`src/rtl/stochastic_prng_bank.sv`:
```
// Bank of independent Galois LFSRs with per-channel seed load, autonomous warm-up
// and registered Bernoulli comparators; one shared seed FSM serialises seed writes.
module stochastic_prng_bank #(
  parameter int               WIDTH     = 16,
  parameter int               CHANNELS  = 4,
  parameter int               OUT_WIDTH = 8,
  parameter logic [WIDTH-1:0] TAP_MASK  = 16'hB400,
  parameter logic [WIDTH-1:0] SEED_BASE = 16'hACE1,
  parameter int               WARMUP    = 16
) (
  input  logic                                            clk,
  input  logic                                            rst_n,
  input  logic                                            advance,
  input  logic [CHANNELS-1:0]                             chan_enable,
  input  logic                                            seed_wr_en,
  input  logic [((CHANNELS > 1) ? $clog2(CHANNELS) : 1)-1:0] seed_ch,
  input  logic [WIDTH-1:0]                                seed_data,
  output logic                                            seed_ready,
  output logic                                            seed_drop,
  input  logic [CHANNELS*OUT_WIDTH-1:0]                   thresh_in,
  output logic [CHANNELS*OUT_WIDTH-1:0]                   rand_out,
  output logic [CHANNELS-1:0]                             rand_valid,
  output logic [CHANNELS-1:0]                             bern_out
);

  localparam int CH_W = (CHANNELS > 1) ? $clog2(CHANNELS) : 1;

  typedef enum logic {S_IDLE, S_WARMUP} seed_state_t;

  function automatic logic [WIDTH-1:0] reset_seed(input int unsigned idx);
    logic [WIDTH-1:0] s;
    s = WIDTH'(64'(SEED_BASE) + 64'(idx) * 64'h9E37);
    reset_seed = (s == '0) ? WIDTH'(1) : s;
  endfunction

  function automatic logic [WIDTH-1:0] lfsr_step(input logic [WIDTH-1:0] s);
    lfsr_step = s[0] ? ((s >> 1) ^ TAP_MASK) : (s >> 1);
  endfunction

  seed_state_t     state_q, state_d;
  logic [7:0]      cnt_q, cnt_d;
  logic [CH_W-1:0] wch_q, wch_d;
  logic            ch_ok, accept, drop;

  assign ch_ok = (32'(seed_ch) < 32'(CHANNELS));

  always_comb begin
    state_d = state_q;
    cnt_d   = cnt_q;
    wch_d   = wch_q;
    accept  = 1'b0;
    drop    = 1'b0;
    case (state_q)
      S_IDLE: begin
        if (seed_wr_en) begin
          if (ch_ok) begin
            accept = 1'b1;
            if (WARMUP > 0) begin
              state_d = S_WARMUP;
              cnt_d   = 8'(WARMUP);
              wch_d   = seed_ch;
            end
          end else begin
            drop = 1'b1;
          end
        end
      end
      S_WARMUP: begin
        // Writes arriving mid warm-up are rejected without touching any state.
        drop  = seed_wr_en;
        cnt_d = cnt_q - 8'd1;
        if (cnt_q == 8'd1) state_d = S_IDLE;
      end
      default: state_d = S_IDLE;
    endcase
  end

  always_ff @(posedge clk or negedge rst_n) begin
    if (!rst_n) begin
      state_q   <= S_IDLE;
      cnt_q     <= 8'd0;
      wch_q     <= '0;
      seed_drop <= 1'b0;
    end else begin
      state_q   <= state_d;
      cnt_q     <= cnt_d;
      wch_q     <= wch_d;
      seed_drop <= drop;
    end
  end

  assign seed_ready = (state_q == S_IDLE);

  for (genvar i = 0; i < CHANNELS; i++) begin : g_ch
    logic [WIDTH-1:0] lfsr_q;
    logic             bern_q;
    logic             load, warm;

    assign load = accept && (seed_ch == CH_W'(i));
    assign warm = (state_q == S_WARMUP) && (wch_q == CH_W'(i));

    // Load beats warm-up beats advance; a warming channel steps exactly once per edge.
    always_ff @(posedge clk or negedge rst_n) begin
      if (!rst_n) begin
        lfsr_q <= reset_seed(i);
      end else if (load) begin
        lfsr_q <= (seed_data == '0) ? reset_seed(i) : seed_data;
      end else if (warm || (advance && chan_enable[i])) begin
        lfsr_q <= lfsr_step(lfsr_q);
      end
    end

    always_ff @(posedge clk or negedge rst_n) begin
      if (!rst_n) bern_q <= 1'b0;
      else        bern_q <= (lfsr_q[OUT_WIDTH-1:0] < thresh_in[i*OUT_WIDTH +: OUT_WIDTH]);
    end

    assign rand_out[i*OUT_WIDTH +: OUT_WIDTH] = lfsr_q[OUT_WIDTH-1:0];
    assign rand_valid[i] = !warm;
    assign bern_out[i]   = bern_q;
  end

endmodule

```
`config.mk`:
```
export PLATFORM = sky130hd
export DESIGN_NAME = stochastic_prng_bank
export DESIGN_NICKNAME = d
export VERILOG_FILES = /design/src/rtl/stochastic_prng_bank.sv
export SDC_FILE = /design/constraint.sdc
export NUM_CORES = 1
export LEC_CHECK = 0
export BUFFER_PORTS_ARGS = -buffer_cell sky130_fd_sc_hd__buf_2
export CAP_MARGIN = 15
export CORE_UTILIZATION = 56
export DETAILED_ROUTE_END_ITERATION = 12
export PLACE_DENSITY_LB_ADDON = 0.08
export SETUP_SLACK_MARGIN = 0.3
export SKIP_LAST_GASP = 1
export SYNTH_ARGS = -nofsm -noshare
export SYNTH_HDL_FRONTEND = slang
export SYNTH_SLANG_ARGS = --single-unit
```
`constraint.sdc`:
```
create_clock -name clk -period 1.8 [get_ports clk]
set_input_delay 0.18 -clock clk [delete_from_list [all_inputs] [get_ports clk]]
set_output_delay 0.18 -clock clk [all_outputs]
set_load 0.01 [all_outputs]
```
==> results.sh, run 1 <==
export IMPL_drcViolationCount=0
export IMPL_wire_per_inst_um=17.3
export IMPL_die_x_um=95.0
export IMPL_ys_seq_area_share_pct=42.1
export IMPL_yosys_warnings=0
export IMPL_grt_total_usage_pct=26.0
export IMPL_root_buffer="clkbuf_8"
export IMPL_multi_input_area_um2=2420
export IMPL_io_pin_count=100
export IMPL_ant_nets=0
export IMPL_start_kind="flip-flop"
export IMPL_netSwitchingPower_uw=3620
export IMPL_power_leakage_uw=0.00288
export IMPL_seq_area_um2=2040
export IMPL_ys_seq_elements=80
export IMPL_timing_fmax_ghz=0.643
export IMPL_syn_cell_area_um2=4850
export IMPL_die_area_um2=9030
export IMPL_clockBufferDepth=2
export IMPL_arrival_ps=1380
export IMPL_core_area_um2=8300
export IMPL_placedCellCount=645
export IMPL_grt_overflow_total=0
export IMPL_period_share_pct=86.4
export IMPL_grt_pass1_vias=3621
export IMPL_fillCellCount=689
export IMPL_ys_flop_type="dfrtp_1"
export IMPL_crit_type="flip-flop to primary output"
export IMPL_timing_rr_start="cnt_q[2]$_DFFE_PN0P_"
export IMPL_hold_start="seed_data[6]"
export IMPL_synthCells=484
export IMPL_grt_max_degree=40
export IMPL_hold_viol=0
export IMPL_clkTransAtPathRegs_ps=90
export IMPL_gp_congestion=0.837
export IMPL_crit_path_end_kind="primary output"
export IMPL_drive_gt1_share_pct=35.9
export IMPL_setup_viol=0
export IMPL_first_pass_iters=5
export IMPL_finalMaxSlewViolations=0
export IMPL_n_antenna_cell=0
export IMPL_place_hpwl_mm=7.76
export IMPL_drt_iter0_markers=208
export IMPL_irDropWorstVdd_v=0.00116
export IMPL_synth_area_leaders="dfrtp_1 (25%), dfstp_2 (17%), mux2i_1 (13%), ha_1 (7.7%), buf_4 (6.0%)"
export IMPL_synth_edf_count=0
export IMPL_start_util_pct=58.4
export IMPL_place_ws_ps=184
export IMPL_crit_start="wch_q[0]$_DFFE_PN0P_"
export IMPL_synth_area_leader_cell="dfrtp_1"
export IMPL_status="finished clean"
export IMPL_p_clk_share_pct=17.0
export IMPL_seqPwrFrac_pct=37.7
export IMPL_synth_area_per_cell_um2=10.0
export IMPL_cts_sinks=80
export IMPL_setup_ws_ps=245
export IMPL_numCtsBuffers=9
export IMPL_num_vias=3910
export IMPL_synth_most_common_cell="mux2i_1"
export IMPL_area_growth_pct=20.0
export IMPL_pwr_share_comb_pct=45.3
export IMPL_rsz0062_at_grt="yes"
export IMPL_fin_skew_ps=11.4
export IMPL_netlist_top_cells_count="mux2i_1 (63), nand2_1 (56), dfrtp_1 (49), o21ai_0 (41), buf_4 (39)"
export IMPL_tns_ps=0
export IMPL_cts_tree="built"
export IMPL_p_per_area_nw_per_um2=1690
export IMPL_grt_pass1_wl_mm=17.7
export IMPL_wirelength_mm=11.8
export IMPL_rows=33
export IMPL_switching_share_pct=36.8
export IMPL_fin_nets=662
export IMPL_grt_antenna_before_repair=0
export IMPL_maxCapViolations=0
export IMPL_worstPathRequired_ps=1620
export IMPL_fp_dieH_um=95.0
export IMPL_final_cells=684
export IMPL_htreeDepth=3
export IMPL_port_buffers=99
export IMPL_slew_headroom_pct=65.9
export IMPL_path_max_fanout=3
export IMPL_tightest_slew_ps=511
export IMPL_synth_top_cell_area_share_pct=25.3
export IMPL_clk_latency_ps=360
export IMPL_holdCritPathClass="input pin to flip-flop"
export IMPL_synth_async_reset_ratio_pct=100
export IMPL_yosysUniqueCellTypes=42
export IMPL_vias_per_cell=5.72
export IMPL_period_needed_ps=1560
export IMPL_power_internal_uw=6220
export IMPL_syn_nets=572
==> layer usage <==
metal | vias up | GRT usage [%] | part of all wire (%)
met5 | - | 0 | 0
met4 | 0 | 8.33 | 1.3
met3 | 14 | 3.99 | 4.3
met2 | 118 | 43.5 | 49
met1 | 1933 | 34.7 | 45
li1 | 1845 | - | -
==> final cells by class <==
type | instances | share of cell area (%)
sequential | 80 | 35.1
multi-input combinational | 317 | 41.7
clock inverter | 5 | 1.76
timing repair buffer | 132 | 14.4
clock buffer | 11 | 2.60
inverter | 34 | 2.19
tap | 105 | 2.26
==> registers in the layout, indices dropped and copies added, names as in the netlist <==
register / cells
cnt_q: 8
g_ch.bern_q: 4
g_ch.lfsr_q: 64
seed_drop: 1
state_q: 1
wch_q: 2
==> cells by family (layout without fill, tap and decap cells) <==
group                    count (synthesis)  after routing  share of synthesized area [%]
AO/OA/AOI/OAI                          105            105                           13.8
XOR/XNOR                                13             13                           2.35
adder cells (fa/ha/maj)                 30             30                           7.74
buffers and inverters                   88            182                           10.5
flip-flops                              80             80                           42.1
multiplexers                            63             63                           13.0
AND/OR/NAND/NOR                        105            106                           10.6
==> stage by stage <==
step                power (uW)  util [%]  cell area, um2  hold slack [ps]
floorplan                 6840         -            4850             -116
global route             10500      70.1            5820              113
CTS                       9370      67.1            5570             97.6
global placement          7280      62.9            5220              180
finish                    9840      70.1            5820              112
detailed placement        7470      62.9            5220              187
==> worst max-delay path: stages, from the launching register on <==
cell and delay, ps:
dfrtp_2 440, or3b_4 440, buf_6 140
==> power by group through the flow <==
stage | logic, uW | registers (uW) | clock network, uW
final | 4460 | 3710 | 1670
after global routing | 4960 | 3830 | 1740
after CTS | 4000 | 3680 | 1680
after detailed placement | 3720 | 3760 | 0
after global placement | 3560 | 3710 | 0
after floorplan | 3370 | 3460 | 0
==> path summary, 6_finish.rpt <==
path / endpoint / slack [ps] / cells past startpoint
setup / recovery: rand_valid[0] / 240 / 2
hold / removal: g_ch[2].lfsr_q[6]$_DFFE_PN1P_ / 110 / 2
setup reg to reg: cnt_q[7]$_DFFE_PN0P_ / 270 / 4
hold reg to reg: cnt_q[7]$_DFFE_PN0P_ / 510 / 1
max in group asynchronous: g_ch[1].lfsr_q[14]$_DFFE_PN1P_ / 840 / 3
min in group asynchronous: g_ch[0].bern_q$_DFF_PN0_ / 330 / 2
==> timing repair <==
action / 4_1_cts / 5_1_grt
setup buffers: 9 / 9
gates cloned: 0 / 4
resized for setup: 11 / 33
hold buffers: 1 / 0
pin swaps: 3 / 11
hold endpoints to repair: 22 / 0
setup endpoints to repair: 29 / 53
==> layout by cell type, fill, tap and decap left out, types with 3 or more instances in the layout <==
cell type / count
inv_2: 3
clkbuf_8: 11
dfrtp_2: 3
nor4_1: 4
inv_1: 31
xor2_1: 10
nand2_1: 55
o21ai_1: 6
buf_2: 97
buf_6: 8
a2bb2oi_1: 31
xnor2_1: 3
or3_1: 3
dfstp_2: 31
bufinv_16: 3
mux2i_1: 62
nor2_1: 15
nand2_8: 3
dfrtp_1: 46
buf_4: 21
a21oi_1: 19
o21ai_0: 36
ha_1: 28
a21oi_2: 3
nor3_1: 4
buf_12: 3
nand3b_1: 3
No activity file was read; power rests on OpenSTA's default activity.
==> run 2, diff against run 1 <==
--- a/config.mk
+++ b/config.mk
@@ -6,8 +6,8 @@
 export NUM_CORES = 1
 export LEC_CHECK = 0
 export BUFFER_PORTS_ARGS = -buffer_cell sky130_fd_sc_hd__buf_2
-export CAP_MARGIN = 15
-export CORE_UTILIZATION = 56
+export CORE_MARGIN = 5
+export CORE_UTILIZATION = 55
 export DETAILED_ROUTE_END_ITERATION = 12
 export PLACE_DENSITY_LB_ADDON = 0.08
 export SETUP_SLACK_MARGIN = 0.3
==> run 2 against run 1 <==
Compared with the run above: critical path depth unchanged; sequential power about the same; non-clock buffer count grew 2; via count down 3.6%; critical path type unchanged.
==> results.sh, run 2 (same netlist as run 1, synthesis figures left out) <==
export IMPL_use_met2_pct=35.9
export IMPL_area_growth_pct=17.8
export IMPL_irDropWorstVdd_v=0.00105
export IMPL_final_common_cell="buf_2"
export IMPL_path_max_fanout=8
export IMPL_r2r_end="cnt_q[7]$_DFFE_PN0P_"
export IMPL_largest_register_ffs=64
export IMPL_period_needed_ps=1520
export IMPL_wire_per_inst_um=16.8
export IMPL_reg2reg_depth=4
export IMPL_regMostFlops="g_ch.lfsr_q"
export IMPL_place_hpwl_mm=8.28
export IMPL_holdWs_ps=108
export IMPL_rrSetupSlack_ps=300
export IMPL_timing_fmax_ghz=0.658
export IMPL_start_util_pct=56.1
export IMPL_drt_iter0_markers=115
export IMPL_crit_type="flip-flop to primary output"
export IMPL_htreeDepth=3
export IMPL_grt_max_degree=42
export IMPL_hold_viol=0
export IMPL_grt_pass1_wl_mm=18.8
export IMPL_die_x_um=104
export IMPL_crit_path_end_kind="primary output"
export IMPL_reg_largest_list="g_ch.lfsr_q (64), cnt_q (8), g_ch.bern_q (4)"
export IMPL_num_vias=3771
export IMPL_port_buffers=99
export IMPL_cp_endpoint="rand_valid[0]"
export IMPL_fp_dieH_um=104
export IMPL_place_ws_ps=74.3
export IMPL_cts_tree="built"
export IMPL_clkTransAtPathRegs_ps=80
export IMPL_maxCapViolations=0
export IMPL_final_util_pct=66.1
export IMPL_setup_viol=0
export IMPL_p_total_uw=9230
export IMPL_core_area_um2=8640
export IMPL_root_buffer="clkbuf_8"
export IMPL_final_cell_mix="buf_2 (98), mux2i_1 (63), nand2_1 (55)"
export IMPL_cts_sinks=80
export IMPL_grt_antenna_before_repair=0
export IMPL_rsz0062_at_grt="yes"
export IMPL_use_met1_pct=28.1
export IMPL_fin_skew_ps=11.9
export IMPL_grt_busiest_layer="met2"
export IMPL_power_leakage_uw=0.00286
export IMPL_drcViolationCount=0
export IMPL_n_antenna_cell=0
export IMPL_timing_rr_start="cnt_q[3]$_DFFE_PN0P_"
export IMPL_crit_start="state_q$_DFF_PN0_"
export IMPL_ant_nets=0
export IMPL_finalMaxSlewViolations=0
export IMPL_slew_headroom_pct=63.2
export IMPL_fin_nets=663
export IMPL_start_kind="flip-flop"
export IMPL_period_share_pct=84.4
export IMPL_io_pin_count=100
export IMPL_setup_ws_ps=281
export IMPL_numCtsBuffers=9
export IMPL_grt_use_met3_pct=4.16
export IMPL_worstPathRequired_ps=1620
export IMPL_gp_congestion=0.848
export IMPL_tightest_slew_ps=548
export IMPL_drive_gt1_share_pct=34.3
export IMPL_grt_pass1_vias=3777
export IMPL_clk_latency_ps=340
export IMPL_grt_overflow_total=0
export IMPL_grt_total_usage_pct=21.4
export IMPL_wirelength_mm=11.5
export IMPL_vias_per_cell=5.48
export IMPL_tns_ps=0
export IMPL_first_pass_iters=4
export IMPL_p_per_area_nw_per_um2=1620
export IMPL_holdCritPathClass="input pin to flip-flop"
export IMPL_arrival_ps=1340
export IMPL_rows=34
export IMPL_status="finished clean"
export IMPL_clockBufferDepth=2
export IMPL_die_area_um2=10800
run 2: cell count changes in the layout (fill, tap and decap cells not counted), sizes merged:
cell      before  now
buf          129  132
bufinv         3    1
clkinv         1    3
clkinvlp       1    0
nand2         60   59
run 2: area by class of cell:
class / count / area, um2
timing repair buffer: 134 / 855
tap: 108 / 135
sequential: 80 / 2040
clock buffer: 12 / 145
multi-input combinational: 316 / 2360
fill: 728 / 2930
inverter: 34 / 128
clock inverter: 4 / 45.0
run 2: per-layer routing:
| layer | vias to the layer above | wire length (um) | part of all wire [%] |
|---|---|---|---|
| met5 | - | 0 | 0 |
| met4 | 0 | 178 | 1.5 |
| met3 | 19 | 659 | 5.7 |
| met2 | 88 | 5600 | 49 |
| met1 | 1819 | 5090 | 44 |
| li1 | 1845 | - | - |
run 2: critical path: stages (launching register included):
cell and delay [ps]:
dfrtp_2 420, or3b_4 440, buf_6 140
run 2: metrics by stage:
| step | instance area, um2 | instances |
|---|---|---|
| final | 5710 | 688 |
| after global routing | 5710 | 688 |
| after CTS | 5550 | 679 |
| after detailed placement | 5260 | 652 |
| after global placement | 5260 | 652 |
| after floorplan | 4850 | 484 |
run 2: worst min path at each step:
| stage | from | end | slack (ps) | cells past startpoint |
|---|---|---|---|---|
| after floorplan | rst_n | cnt_q[0]$_DFFE_PN0P_ | -120 | 0 |
| after global placement | rst_n | g_ch[1].bern_q$_DFF_PN0_ | 200 | 1 |
| after detailed placement | rst_n | g_ch[1].bern_q$_DFF_PN0_ | 200 | 1 |
| after CTS | seed_wr_en | cnt_q[1]$_DFFE_PN0P_ | 100 | 2 |
| after global routing | seed_data[10] | g_ch[3].lfsr_q[10]$_DFFE_PN1P_ | 100 | 2 |
| final | seed_wr_en | cnt_q[1]$_DFFE_PN0P_ | 110 | 2 |
run 2: what timing repair did:
item	CTS	global route
hold endpoints to repair	20	0
buffers inserted	10	7
pin swaps	2	4
gates cloned	0	2
resized for setup	8	16
setup endpoints to repair	21	40
hold buffers	1	0
run 2: power breakdown:
part	internal, uW	switching (uW)	leakage [uW]	total, uW
logic	2210	2030	0.00186	4240
clock network	674	623	0.000100	1300
registers	2920	778	0.000907	3700
total	5800	3430	0.00286	9230
==> run 3, diff against run 2 <==
==> constraint.sdc (replaced) <==
create_clock -name clk -period 1.56 [get_ports clk]
set_input_delay 0.156 -clock clk [delete_from_list [all_inputs] [get_ports clk]]
set_output_delay 0.156 -clock clk [all_outputs]
set_load 0.01 [all_outputs]
==> run 3 against run 2 <==
Compared with the run above: via count increased by 9.7%; clock power increased by 23%; final cell count increased by 6.1%; critical path depth unchanged; non-clock buffer count increased by 41; die area unchanged; first-iteration DRC count increased by 150%; sequential cell count unchanged; clock-buffer cell count unchanged; routed wire length increased by 21%.
==> results.sh, run 3 (same netlist as run 1, synthesis figures left out) <==
export IMPL_critPathBufInv=1
export IMPL_tns_ps=0
export IMPL_grt_total_usage_pct=24.6
export IMPL_period_needed_ps=1550
export IMPL_slowest_delay_ps=460
export IMPL_slowest_stage="or3b_4"
export IMPL_irDropWorstVdd_v=0.00141
export IMPL_cts_sinks=80
export IMPL_final_util_pct=74.8
export IMPL_crit_path_end_kind="primary output"
export IMPL_drt_iter0_markers=283
export IMPL_grt_max_degree=31
export IMPL_port_buffers=99
export IMPL_fin_skew_ps=9.81
export IMPL_setup_viol=0
export IMPL_critPathTopFamily="simple AND/OR/NAND/NOR gates"
export IMPL_timing_fmax_ghz=0.646
export IMPL_hold_viol=0
export IMPL_final_cell_mix="buf_2 (92), mux2i_1 (58), buf_4 (51)"
export IMPL_p_per_area_nw_per_um2=1840
export IMPL_die_x_um=104
export IMPL_worstPathRequired_ps=1400
export IMPL_slew_headroom_pct=67.2
export IMPL_grt_pass1_wl_mm=21.4
export IMPL_drcViolationCount=0
export IMPL_numCtsBuffers=9
export IMPL_n_antenna_cell=0
export IMPL_place_ws_ps=-58.7
export IMPL_clk_latency_ps=360
export IMPL_clkTransAtPathRegs_ps=80
export IMPL_start_kind="flip-flop"
export IMPL_root_buffer="clkbuf_8"
export IMPL_wire_per_inst_um=19.1
export IMPL_vias_per_cell=5.67
export IMPL_period_share_pct=99.2
export IMPL_fillCellCount=598
export IMPL_area_growth_pct=33.3
export IMPL_grt_antenna_before_repair=0
export IMPL_fp_dieH_um=104
export IMPL_num_vias=4137
export IMPL_gp_congestion=0.895
export IMPL_place_hpwl_mm=9.31
export IMPL_wirelength_mm=14.0
export IMPL_final_cells=730
export IMPL_htreeDepth=3
export IMPL_placedCellCount=673
export IMPL_fin_nets=706
export IMPL_setup_ws_ps=12.9
export IMPL_crit_chain="or3b_4, buf_6"
export IMPL_start_util_pct=56.1
export IMPL_tightest_slew_ps=488
export IMPL_cts_tree="built"
export IMPL_finalMaxSlewViolations=0
export IMPL_die_area_um2=10800
export IMPL_final_common_cell="buf_2"
export IMPL_drive_gt1_share_pct=46.9
export IMPL_rows=34
export IMPL_reg_largest_list="g_ch.lfsr_q (64), cnt_q (8), g_ch.bern_q (4)"
export IMPL_rsz0062_at_grt="yes"
export IMPL_power_leakage_uw=0.00318
export IMPL_core_area_um2=8640
export IMPL_regMostFlops="g_ch.lfsr_q"
export IMPL_grt_overflow_total=0
export IMPL_io_pin_count=100
export IMPL_clockBufferDepth=2
export IMPL_holdCritPathClass="input pin to flip-flop"
export IMPL_maxCapViolations=0
export IMPL_status="finished clean"
export IMPL_path_max_fanout=5
export IMPL_grt_pass1_vias=4234
export IMPL_crit_type="flip-flop to primary output"
export IMPL_holdWs_ps=129
export IMPL_first_pass_iters=4
export IMPL_arrival_ps=1390
export IMPL_largest_register_ffs=64
export IMPL_ant_nets=0
-- run 3: changes by cell type in the layout (fill, tap and decap cells not counted), moves of 6 or more --
| cell | before | now |
|---|---|---|
| o21ai_1 | 6 | 24 |
| o21ai_0 | 37 | 12 |
| buf_2 | 98 | 92 |
| a2bb2oi_1 | 31 | 16 |
| buf_4 | 26 | 51 |
| o21ai_2 | 0 | 7 |
| a2bb2oi_2 | 0 | 15 |
| nand2_1 | 55 | 47 |
| buf_6 | 3 | 25 |
-- run 3: per-layer routing --
metal  GRT usage [%]  part of all wire, %  wire, um  up-vias
met5               0                    0         0        -
met3            4.72                  5.6       787       34
met1            30.8                   41      5720     2037
li1                -                    -         -     1928
met2            41.3                   50      6970      138
met4            11.0                  3.5       486        0
-- run 3: path summary, 6_finish.rpt --
path                                       from                              to  slack [ps]  depth (start not counted)
hold / removal                       seed_wr_en            cnt_q[3]$_DFFE_PN0P_         130                          2
min in group asynchronous                 rst_n  g_ch[0].lfsr_q[12]$_DFFE_PN0P_         290                          2
setup / recovery           wch_q[1]$_DFFE_PN0P_                   rand_valid[0]          10                          2
hold reg to reg            cnt_q[7]$_DFFE_PN0P_            cnt_q[7]$_DFFE_PN0P_         510                          1
max in group asynchronous                 rst_n   g_ch[1].lfsr_q[4]$_DFFE_PN1P_         690                          3
setup reg to reg           wch_q[1]$_DFFE_PN0P_  g_ch[0].lfsr_q[15]$_DFFE_PN1P_          30                          5
-- run 3: layout make-up --
type                       count  area [um2]  area share, %
inverter                      34         130           2.01
clock inverter                 3        40.0          0.620
multi-input combinational    318        2690           41.6
sequential                    80        2050           31.7
tap                          108         135           2.09
timing repair buffer         175        1250           19.4
clock buffer                  12         165           2.56
-- run 3: what timing repair did --
action | 4_1_cts | 5_1_grt
gates resized for setup | 64 | 38
setup buffers | 24 | 12
setup endpoints to repair | 81 | 85
pin swaps | 14 | 7
hold endpoints to repair | 19 | 0
gates cloned | 5 | 0
hold buffers | 1 | 0
-- run 3: report_power, final --
group | total (uW) | internal, uW | switching (uW)
clock network | 1600 | 857 | 745
registers | 4270 | 3380 | 895
logic | 6000 | 3070 | 2920
total | 11900 | 7300 | 4560
-- run 3: metrics by stage --
| step | area [um2] | power [uW] |
|---|---|---|
| finish | 6460 | 11900 |
| global route | 6460 | 12700 |
| CTS | 6200 | 11200 |
| detailed placement | 5510 | 8960 |
| global placement | 5510 | 8710 |
| floorplan | 4970 | 8050 |
-- run 3: worst register-to-register path: cells and delay by family, from the launching register on --
kind | cells | cell delay, ps
AND/OR/NAND/NOR | 2 | 630
buffers and inverters | 1 | 150
multiplexers | 1 | 160
flip-flops | 1 | 430
AO/OA/AOI/OAI | 1 | 70
